File: src/rtl/rf_pkg.sv
// Shared types and sizes for the register-file write path.
// A write request is a (valid, dest, value) triple. Dest 0 is the hardwired zero register.
package rf_pkg;

    localparam int REG_ADDR_W = 5;
    localparam int DATA_W     = 32;
    localparam int NUM_REGS   = 32;
    localparam int STARVE_W   = 4;

    localparam logic [STARVE_W-1:0] STARVE_MAX = '1;

    typedef struct packed {
        logic                  valid;
        logic [REG_ADDR_W-1:0] dest;
        logic [DATA_W-1:0]     value;
    } wr_req_t;

    // A request only uses the write port when it targets a real register.
    function automatic logic isRealWrite(wr_req_t req);
        return req.valid && (req.dest != '0);
    endfunction

endpackage

File: src/rtl/rf_write_arbiter_if.sv
// Bundle of WB/MC requests, issue/query inputs and the register-file write outputs.
// master drives the requests; slave is the arbiter.
interface rf_write_arbiter_if;
    import rf_pkg::*;

    logic                  wb_valid;
    logic [REG_ADDR_W-1:0] wb_dest;
    logic [DATA_W-1:0]     wb_value;
    logic                  wb_ready;

    logic                  mc_valid;
    logic [REG_ADDR_W-1:0] mc_dest;
    logic [DATA_W-1:0]     mc_value;
    logic                  mc_ready;

    logic                  issue_valid;
    logic [REG_ADDR_W-1:0] issue_dest;
    logic [REG_ADDR_W-1:0] query_src1;
    logic [REG_ADDR_W-1:0] query_src2;
    logic                  src1_busy;
    logic                  src2_busy;

    logic                  write_en;
    logic [REG_ADDR_W-1:0] dest;
    logic [DATA_W-1:0]     write_value;
    logic                  err_double_issue;

    modport master (
        output wb_valid, wb_dest, wb_value,
        output mc_valid, mc_dest, mc_value,
        output issue_valid, issue_dest, query_src1, query_src2,
        input  wb_ready, mc_ready, src1_busy, src2_busy,
        input  write_en, dest, write_value, err_double_issue
    );

    modport slave (
        input  wb_valid, wb_dest, wb_value,
        input  mc_valid, mc_dest, mc_value,
        input  issue_valid, issue_dest, query_src1, query_src2,
        output wb_ready, mc_ready, src1_busy, src2_busy,
        output write_en, dest, write_value, err_double_issue
    );

endinterface

File: src/rtl/rf_scoreboard.sv
// Tracks which registers still await a multi-cycle result so decode can stall on them.
// Issue sets a bit, an accepted MC write clears it; a set beats a clear of the same register.
module rf_scoreboard
    import rf_pkg::*;
(
    input  logic                  clk,
    input  logic                  rst,
    input  logic                  set_valid_i,
    input  logic [REG_ADDR_W-1:0] set_dest_i,
    input  logic                  clr_valid_i,
    input  logic [REG_ADDR_W-1:0] clr_dest_i,
    input  logic [REG_ADDR_W-1:0] query1_i,
    input  logic [REG_ADDR_W-1:0] query2_i,
    output logic                  busy1_o,
    output logic                  busy2_o,
    output logic                  err_double_issue_o
);

    logic [NUM_REGS-1:0] pending_q, pending_d;
    logic                err_q, err_d;
    logic                setHit, clrHit, sameReg;

    // Applying the clear before the set lets a simultaneous issue re-arm the bit.
    always_comb begin
        pending_d = pending_q;
        err_d     = err_q;
        setHit    = set_valid_i && (set_dest_i != '0);
        clrHit    = clr_valid_i && (clr_dest_i != '0);
        sameReg   = clrHit && (clr_dest_i == set_dest_i);
        if (clrHit) begin
            pending_d[clr_dest_i] = 1'b0;
        end
        if (setHit) begin
            pending_d[set_dest_i] = 1'b1;
            if (pending_q[set_dest_i] && !sameReg) begin
                err_d = 1'b1;
            end
        end
        pending_d[0] = 1'b0;
    end

    always_ff @(posedge clk or posedge rst) begin
        if (rst) begin
            pending_q <= '0;
            err_q     <= 1'b0;
        end else begin
            pending_q <= pending_d;
            err_q     <= err_d;
        end
    end

    assign busy1_o            = pending_q[query1_i];
    assign busy2_o            = pending_q[query2_i];
    assign err_double_issue_o = err_q;

endmodule

File: src/rtl/rf_write_arbiter.sv
// Shares the single register-file write port between writeback and the multi-cycle unit.
// WB normally wins a conflict; MC is forced through after STARVE_LIMIT consecutive refusals.
module rf_write_arbiter
    import rf_pkg::*;
#(
    parameter int STARVE_LIMIT = 4
) (
    input logic               clk,
    input logic               rst,
    rf_write_arbiter_if.slave bus
);

    localparam logic [STARVE_W-1:0] LIMIT_V = STARVE_W'(STARVE_LIMIT);

    wr_req_t wbReq, mcReq;
    logic    wbLive, mcLive, conflict, mcForced;
    logic    wbReady, mcReady, wbWin, mcWin;

    logic [STARVE_W-1:0]   starve_q, starve_d;
    logic                  writeEn_q, writeEn_d;
    logic [REG_ADDR_W-1:0] dest_q, dest_d;
    logic [DATA_W-1:0]     value_q, value_d;

    assign wbReq = '{valid: bus.wb_valid, dest: bus.wb_dest, value: bus.wb_value};
    assign mcReq = '{valid: bus.mc_valid, dest: bus.mc_dest, value: bus.mc_value};

    // Dest-0 requests never compete, so they are always ready and never win the port.
    always_comb begin
        wbLive   = isRealWrite(wbReq);
        mcLive   = isRealWrite(mcReq);
        conflict = wbLive && mcLive;
        mcForced = (starve_q >= LIMIT_V);
        wbReady  = !(conflict && mcForced);
        mcReady  = !(conflict && !mcForced);
        wbWin    = wbLive && wbReady;
        mcWin    = mcLive && mcReady;
    end

    // A dest-0 MC request leaves the counter alone; only a real refusal counts as starvation.
    always_comb begin
        starve_d = starve_q;
        if (mcLive && !mcReady) begin
            if (starve_q != STARVE_MAX) begin
                starve_d = starve_q + 1'b1;
            end
        end else if (!mcReq.valid || mcLive) begin
            starve_d = '0;
        end
    end

    always_comb begin
        writeEn_d = wbWin || mcWin;
        dest_d    = dest_q;
        value_d   = value_q;
        if (mcWin) begin
            dest_d  = mcReq.dest;
            value_d = mcReq.value;
        end else if (wbWin) begin
            dest_d  = wbReq.dest;
            value_d = wbReq.value;
        end
    end

    // Reset drops any registered write that the register file has not committed yet.
    always_ff @(posedge clk or posedge rst) begin
        if (rst) begin
            starve_q  <= '0;
            writeEn_q <= 1'b0;
            dest_q    <= '0;
            value_q   <= '0;
        end else begin
            starve_q  <= starve_d;
            writeEn_q <= writeEn_d;
            dest_q    <= dest_d;
            value_q   <= value_d;
        end
    end

    rf_scoreboard u_scoreboard (
        .clk                (clk),
        .rst                (rst),
        .set_valid_i        (bus.issue_valid),
        .set_dest_i         (bus.issue_dest),
        .clr_valid_i        (mcWin),
        .clr_dest_i         (mcReq.dest),
        .query1_i           (bus.query_src1),
        .query2_i           (bus.query_src2),
        .busy1_o            (bus.src1_busy),
        .busy2_o            (bus.src2_busy),
        .err_double_issue_o (bus.err_double_issue)
    );

    assign bus.wb_ready    = wbReady;
    assign bus.mc_ready    = mcReady;
    assign bus.write_en    = writeEn_q;
    assign bus.dest        = dest_q;
    assign bus.write_value = value_q;

endmodule

File: src/flat_wrapper.sv
// flat-port wrapper written by rule: the top's interface ports become plain ports
module rf_write_arbiter_flat import rf_pkg::*;
#(
    parameter int STARVE_LIMIT = 4
)
  (clk, rst, bus_wb_valid, bus_wb_dest, bus_wb_value, bus_mc_valid, bus_mc_dest, bus_mc_value, bus_issue_valid, bus_issue_dest, bus_query_src1, bus_query_src2, bus_wb_ready, bus_mc_ready, bus_src1_busy, bus_src2_busy, bus_write_en, bus_dest, bus_write_value, bus_err_double_issue);
  rf_write_arbiter_if bus_i ();
  input logic clk;
  input logic rst;
  input wire logic [$bits(bus_i.wb_valid)-1:0] bus_wb_valid;
  input wire logic [$bits(bus_i.wb_dest)-1:0] bus_wb_dest;
  input wire logic [$bits(bus_i.wb_value)-1:0] bus_wb_value;
  input wire logic [$bits(bus_i.mc_valid)-1:0] bus_mc_valid;
  input wire logic [$bits(bus_i.mc_dest)-1:0] bus_mc_dest;
  input wire logic [$bits(bus_i.mc_value)-1:0] bus_mc_value;
  input wire logic [$bits(bus_i.issue_valid)-1:0] bus_issue_valid;
  input wire logic [$bits(bus_i.issue_dest)-1:0] bus_issue_dest;
  input wire logic [$bits(bus_i.query_src1)-1:0] bus_query_src1;
  input wire logic [$bits(bus_i.query_src2)-1:0] bus_query_src2;
  output wire logic [$bits(bus_i.wb_ready)-1:0] bus_wb_ready;
  output wire logic [$bits(bus_i.mc_ready)-1:0] bus_mc_ready;
  output wire logic [$bits(bus_i.src1_busy)-1:0] bus_src1_busy;
  output wire logic [$bits(bus_i.src2_busy)-1:0] bus_src2_busy;
  output wire logic [$bits(bus_i.write_en)-1:0] bus_write_en;
  output wire logic [$bits(bus_i.dest)-1:0] bus_dest;
  output wire logic [$bits(bus_i.write_value)-1:0] bus_write_value;
  output wire logic [$bits(bus_i.err_double_issue)-1:0] bus_err_double_issue;
  assign bus_i.wb_valid = bus_wb_valid;
  assign bus_i.wb_dest = bus_wb_dest;
  assign bus_i.wb_value = bus_wb_value;
  assign bus_i.mc_valid = bus_mc_valid;
  assign bus_i.mc_dest = bus_mc_dest;
  assign bus_i.mc_value = bus_mc_value;
  assign bus_i.issue_valid = bus_issue_valid;
  assign bus_i.issue_dest = bus_issue_dest;
  assign bus_i.query_src1 = bus_query_src1;
  assign bus_i.query_src2 = bus_query_src2;
  assign bus_wb_ready = bus_i.wb_ready;
  assign bus_mc_ready = bus_i.mc_ready;
  assign bus_src1_busy = bus_i.src1_busy;
  assign bus_src2_busy = bus_i.src2_busy;
  assign bus_write_en = bus_i.write_en;
  assign bus_dest = bus_i.dest;
  assign bus_write_value = bus_i.write_value;
  assign bus_err_double_issue = bus_i.err_double_issue;
  rf_write_arbiter #(.STARVE_LIMIT(STARVE_LIMIT)) u_core (.clk(clk), .rst(rst), .bus(bus_i));
endmodule
File: config.mk
export PLATFORM = sky130hd
export DESIGN_NAME = rf_write_arbiter_flat
export DESIGN_NICKNAME = d
export VERILOG_FILES = /design/src/rtl/rf_pkg.sv /design/src/rtl/rf_write_arbiter_if.sv /design/src/rtl/rf_scoreboard.sv /design/src/rtl/rf_write_arbiter.sv /design/src/flat_wrapper.sv
export SDC_FILE = /design/constraint.sdc
export NUM_CORES = 1
export LEC_CHECK = 0
export CORE_MARGIN = 2
export CORE_UTILIZATION = 33
export CTS_CLUSTER_DIAMETER = 150
export DETAILED_ROUTE_END_ITERATION = 10
export PLACE_DENSITY = 0.62
export SLEW_MARGIN = 20
export SYNTH_ARGS = -nofsm -noshare
export SYNTH_HDL_FRONTEND = slang
export SYNTH_SLANG_ARGS = --single-unit
File: constraint.sdc
create_clock -name clk -period 2.56 [get_ports clk]
set_input_delay 0.256 -clock clk [delete_from_list [all_inputs] [get_ports clk]]
set_output_delay 0.256 -clock clk [all_outputs]
set_load 0.01 [all_outputs]
==> flow_summary.json <==
{
  "syn_nets": 451,
  "grt_pass1_vias": 3752,
  "p_leak_nw": 2.53,
  "hold_viol": 0,
  "synth_area_leaders": "dfrtp_1, mux4_2, a221o_1",
  "drive_gt1_frac": 0.158,
  "clockBufferDepth": 2,
  "ys_seq_area_frac": 0.445,
  "cts_tree": "built",
  "finalSetupViolCount": 0,
  "dr.pass1.iters": 5,
  "skew_ps": 6.49,
  "synth_adder_area_share": 0.00300,
  "yosysTopAreaCell": "dfrtp_1",
  "regToRegStartpoint": "u_core.starve_q[3]",
  "wl_per_cell_um": 20.3,
  "layout.nets": 591,
  "grt_max_degree": 75,
  "grt_first_pass_wirelength_um": 20600,
  "cts_root_buffer": "clkbuf_16",
  "die_h_um": 116,
  "finalWorstSetupSlack_ps": 71.6,
  "cp.arrival_ps": 2230,
  "synth_simple_gate_area_frac": 0.121,
  "htreeDepth": 3,
  "antenna_found_initial": 0,
  "coreArea_um2": 12500,
  "critPathMaxFanout": 4,
  "hpwl_um": 9720,
  "ant_nets": 0,
  "drtIter0Drc": 359,
  "fin_util": 0.495,
  "portBuffers": 136,
  "fmaxAchievable_mhz": 402,
  "synth-compound-area-share": 0.208,
  "avgSynthCellArea_um2": 11.7,
  "drv_cap": 0,
  "place_ws_ps": -346,
  "hold_class": "in -> async",
  "ys.flop_type": "dfrtp_1",
  "synth_mux_area_frac": 0.162,
  "fin_crit_ps": 2490,
  "dieArea_um2": 13500,
  "relSlewSlack": 0.634,
  "yosys.area_share.xor_xnor": 0.0105,
  "rsz0062_at_grt": "no",
  "crit_required_ps": 2300,
  "pin_count": 137,
  "clock_sinks": 74,
  "areaGrowthSynthToFinish_pct": 48.0,
  "drt_wl_total_um": 13600,
  "grt_util_all_layers": 0.197,
  "setup.worst_path.end_class": "output pin",
  "fp.dieW_um": 116,
  "antenna_cells": 0,
  "outcome": "finished clean",
  "cts_buffers": 9,
  "async_reset_ff_frac": 1.00,
  "row_count": 41,
  "ys_ff_latch": 74,
  "synth_top_family_by_area": "compound AO/OA/AOI/OAI gates",
  "power_mw": 3.89,
  "num_vias": 3881,
  "syn_inst": 356,
  "clk_pin_slew_ps": 60,
  "worstSetupPathType": "reg -> out",
  "worst_skew_pair.late_latency_ps": 330,
  "cellPowerDensity_nw_per_um2": 632,
  "synth_warnings": 0,
  "drc": 0,
  "gp_congestion": 0.879,
  "grt-ovfl-total": 0,
  "ff2ff_setup_slack_ps": 820,
  "synth.distinct_cells": 44,
  "hold_buffers": 0,
  "cp-start-kind": "flip-flop",
  "post-route-period-util": 0.972,
  "syn_area_um2": 4160,
  "max_slew.worst_pin.slew_ps": 548,
  "max-vdd-ir-drop_mv": 0.316,
  "drv_slew": 0,
  "crit_start": "u_core.u_scoreboard.pending_q[22]",
  "synth-edff-count": 0,
  "viasPerCell": 5.77,
  "initial_core_util": 0.334,
  "yosysTopAreaCellShare": 0.445
}
[routing by layer]
layer / GRT usage / wire (um) / share of wire / vias to the layer above
met1: 0.245 / 5400 / 0.40 / 1913
met3: 0.0483 / 1280 / 0.094 / 21
met2: 0.336 / 6750 / 0.49 / 231
met4: 0.0659 / 216 / 0.016 / 0
li1: - / - / - / 1716
met5: 0.0111 / 0 / 0 / -
[logic make-up (layout without fill, tap and decap cells)]
kind of cell | Yosys count | after routing
AOI/OAI and AO/OA | 111 | 111
xor gates and xnor gates | 5 | 5
adders and majority gates | 1 | 1
buffers and inverters | 42 | 187
DFF | 74 | 74
muxes | 36 | 36
and+or+nand+nor | 87 | 87
[metrics by stage]
step	TNS, ps	hold WS, ps	cells	area, um2
2_1_floorplan	0	401	356	4160
3_3_place_gp	-3170	488	655	5810
3_5_place_dp	-3170	493	655	5810
4_1_cts	0	353	672	6120
5_1_grt	0	368	673	6160
6_report	0	343	673	6160
[cells in the final DEF, fill, tap and decap left out, types with 6 or more instances in the layout]
cell,synthesis,final
mux2i_1,9,9
inv_1,7,6
and3_1,37,37
dfrtp_1,74,73
nand2_1,11,11
clkdlybuf4s50_1,0,132
o21ai_0,31,31
a221o_1,37,37
buf_4,1,22
o41ai_1,7,7
mux4_2,24,24
clkbuf_16,0,9
nand3_1,7,7
o31ai_1,23,23
[registers in the layout, indices dropped and copies added (netlist names)]
register                                cells
u_core.u_scoreboard.pending_q              31
u_core.starve_q                             4
u_core.bus.write_value                     32
u_core.bus.write_en                         1
u_core.bus.dest                             5
u_core.u_scoreboard.err_double_issue_o      1
[area by class of cell]
class,count,area (um2)
clock inverters,5,63.8
fillers,1109,6300
inverters,7,26.3
repair buffers,164,1650
well taps,172,215
clock buffers,11,243
flip-flops and latches,74,1850
multi-input cells,240,2110
[final timing paths]
path	to	cells after the start
max in group asynchronous	u_core.bus.dest[2]	3
setup reg to reg	u_core.bus.write_value[13]	5
min in group clk	u_core.bus.write_value[26]	1
hold / removal	u_core.bus.write_value[28]	3
hold reg to reg	u_core.bus.write_value[26]	1
setup / recovery	bus_src1_busy	4
[worst max-delay path: stages, from the launching register on]
cell	delay, ps
dfrtp_1	440
mux4_2	490
mux4_2	470
mux2_2	280
clkdlybuf4s15_2	230
[timing repair]
action                     in CTS  in global routing
resized for setup               6                  4
setup endpoints to repair       2                  3
setup buffers                   1                  0
gates cloned                    0                  0
[synth_stat cells, types with 2 or more instances]
master    number
mux4_2        24
o22ai_1        2
a221o_1       37
nand2_1       11
or3_1          2
mux2_2         2
mux2i_1        9
nand2b_1       4
o31ai_1       23
o41ai_1        7
or3b_2         2
buf_6          5
a22o_1         2
dfrtp_1       74
buf_2          7
and3_1        37
clkbuf_2       3
clkbuf_1      18
xor2_1         5
nand3_1        7
nand4_1        2
nand3b_1       5
nor2b_1        2
nor3_1         4
and2_1         2
nor2_1         5
o21ai_0       31
o211a_1        2
inv_1          7
[power breakdown]
| part | internal (mW) | total (mW) | switching, mW | leakage [nW] |
|---|---|---|---|---|
| Sequential | 1.36 | 1.56 | 0.197 | 0.890 |
| Combinational | 0.640 | 1.05 | 0.410 | 1.49 |
| Clock | 0.787 | 1.29 | 0.501 | 0.146 |
| Total | 2.79 | 3.89 | 1.11 | 2.53 |
Note: power is estimated with default switching activity, not from simulation.
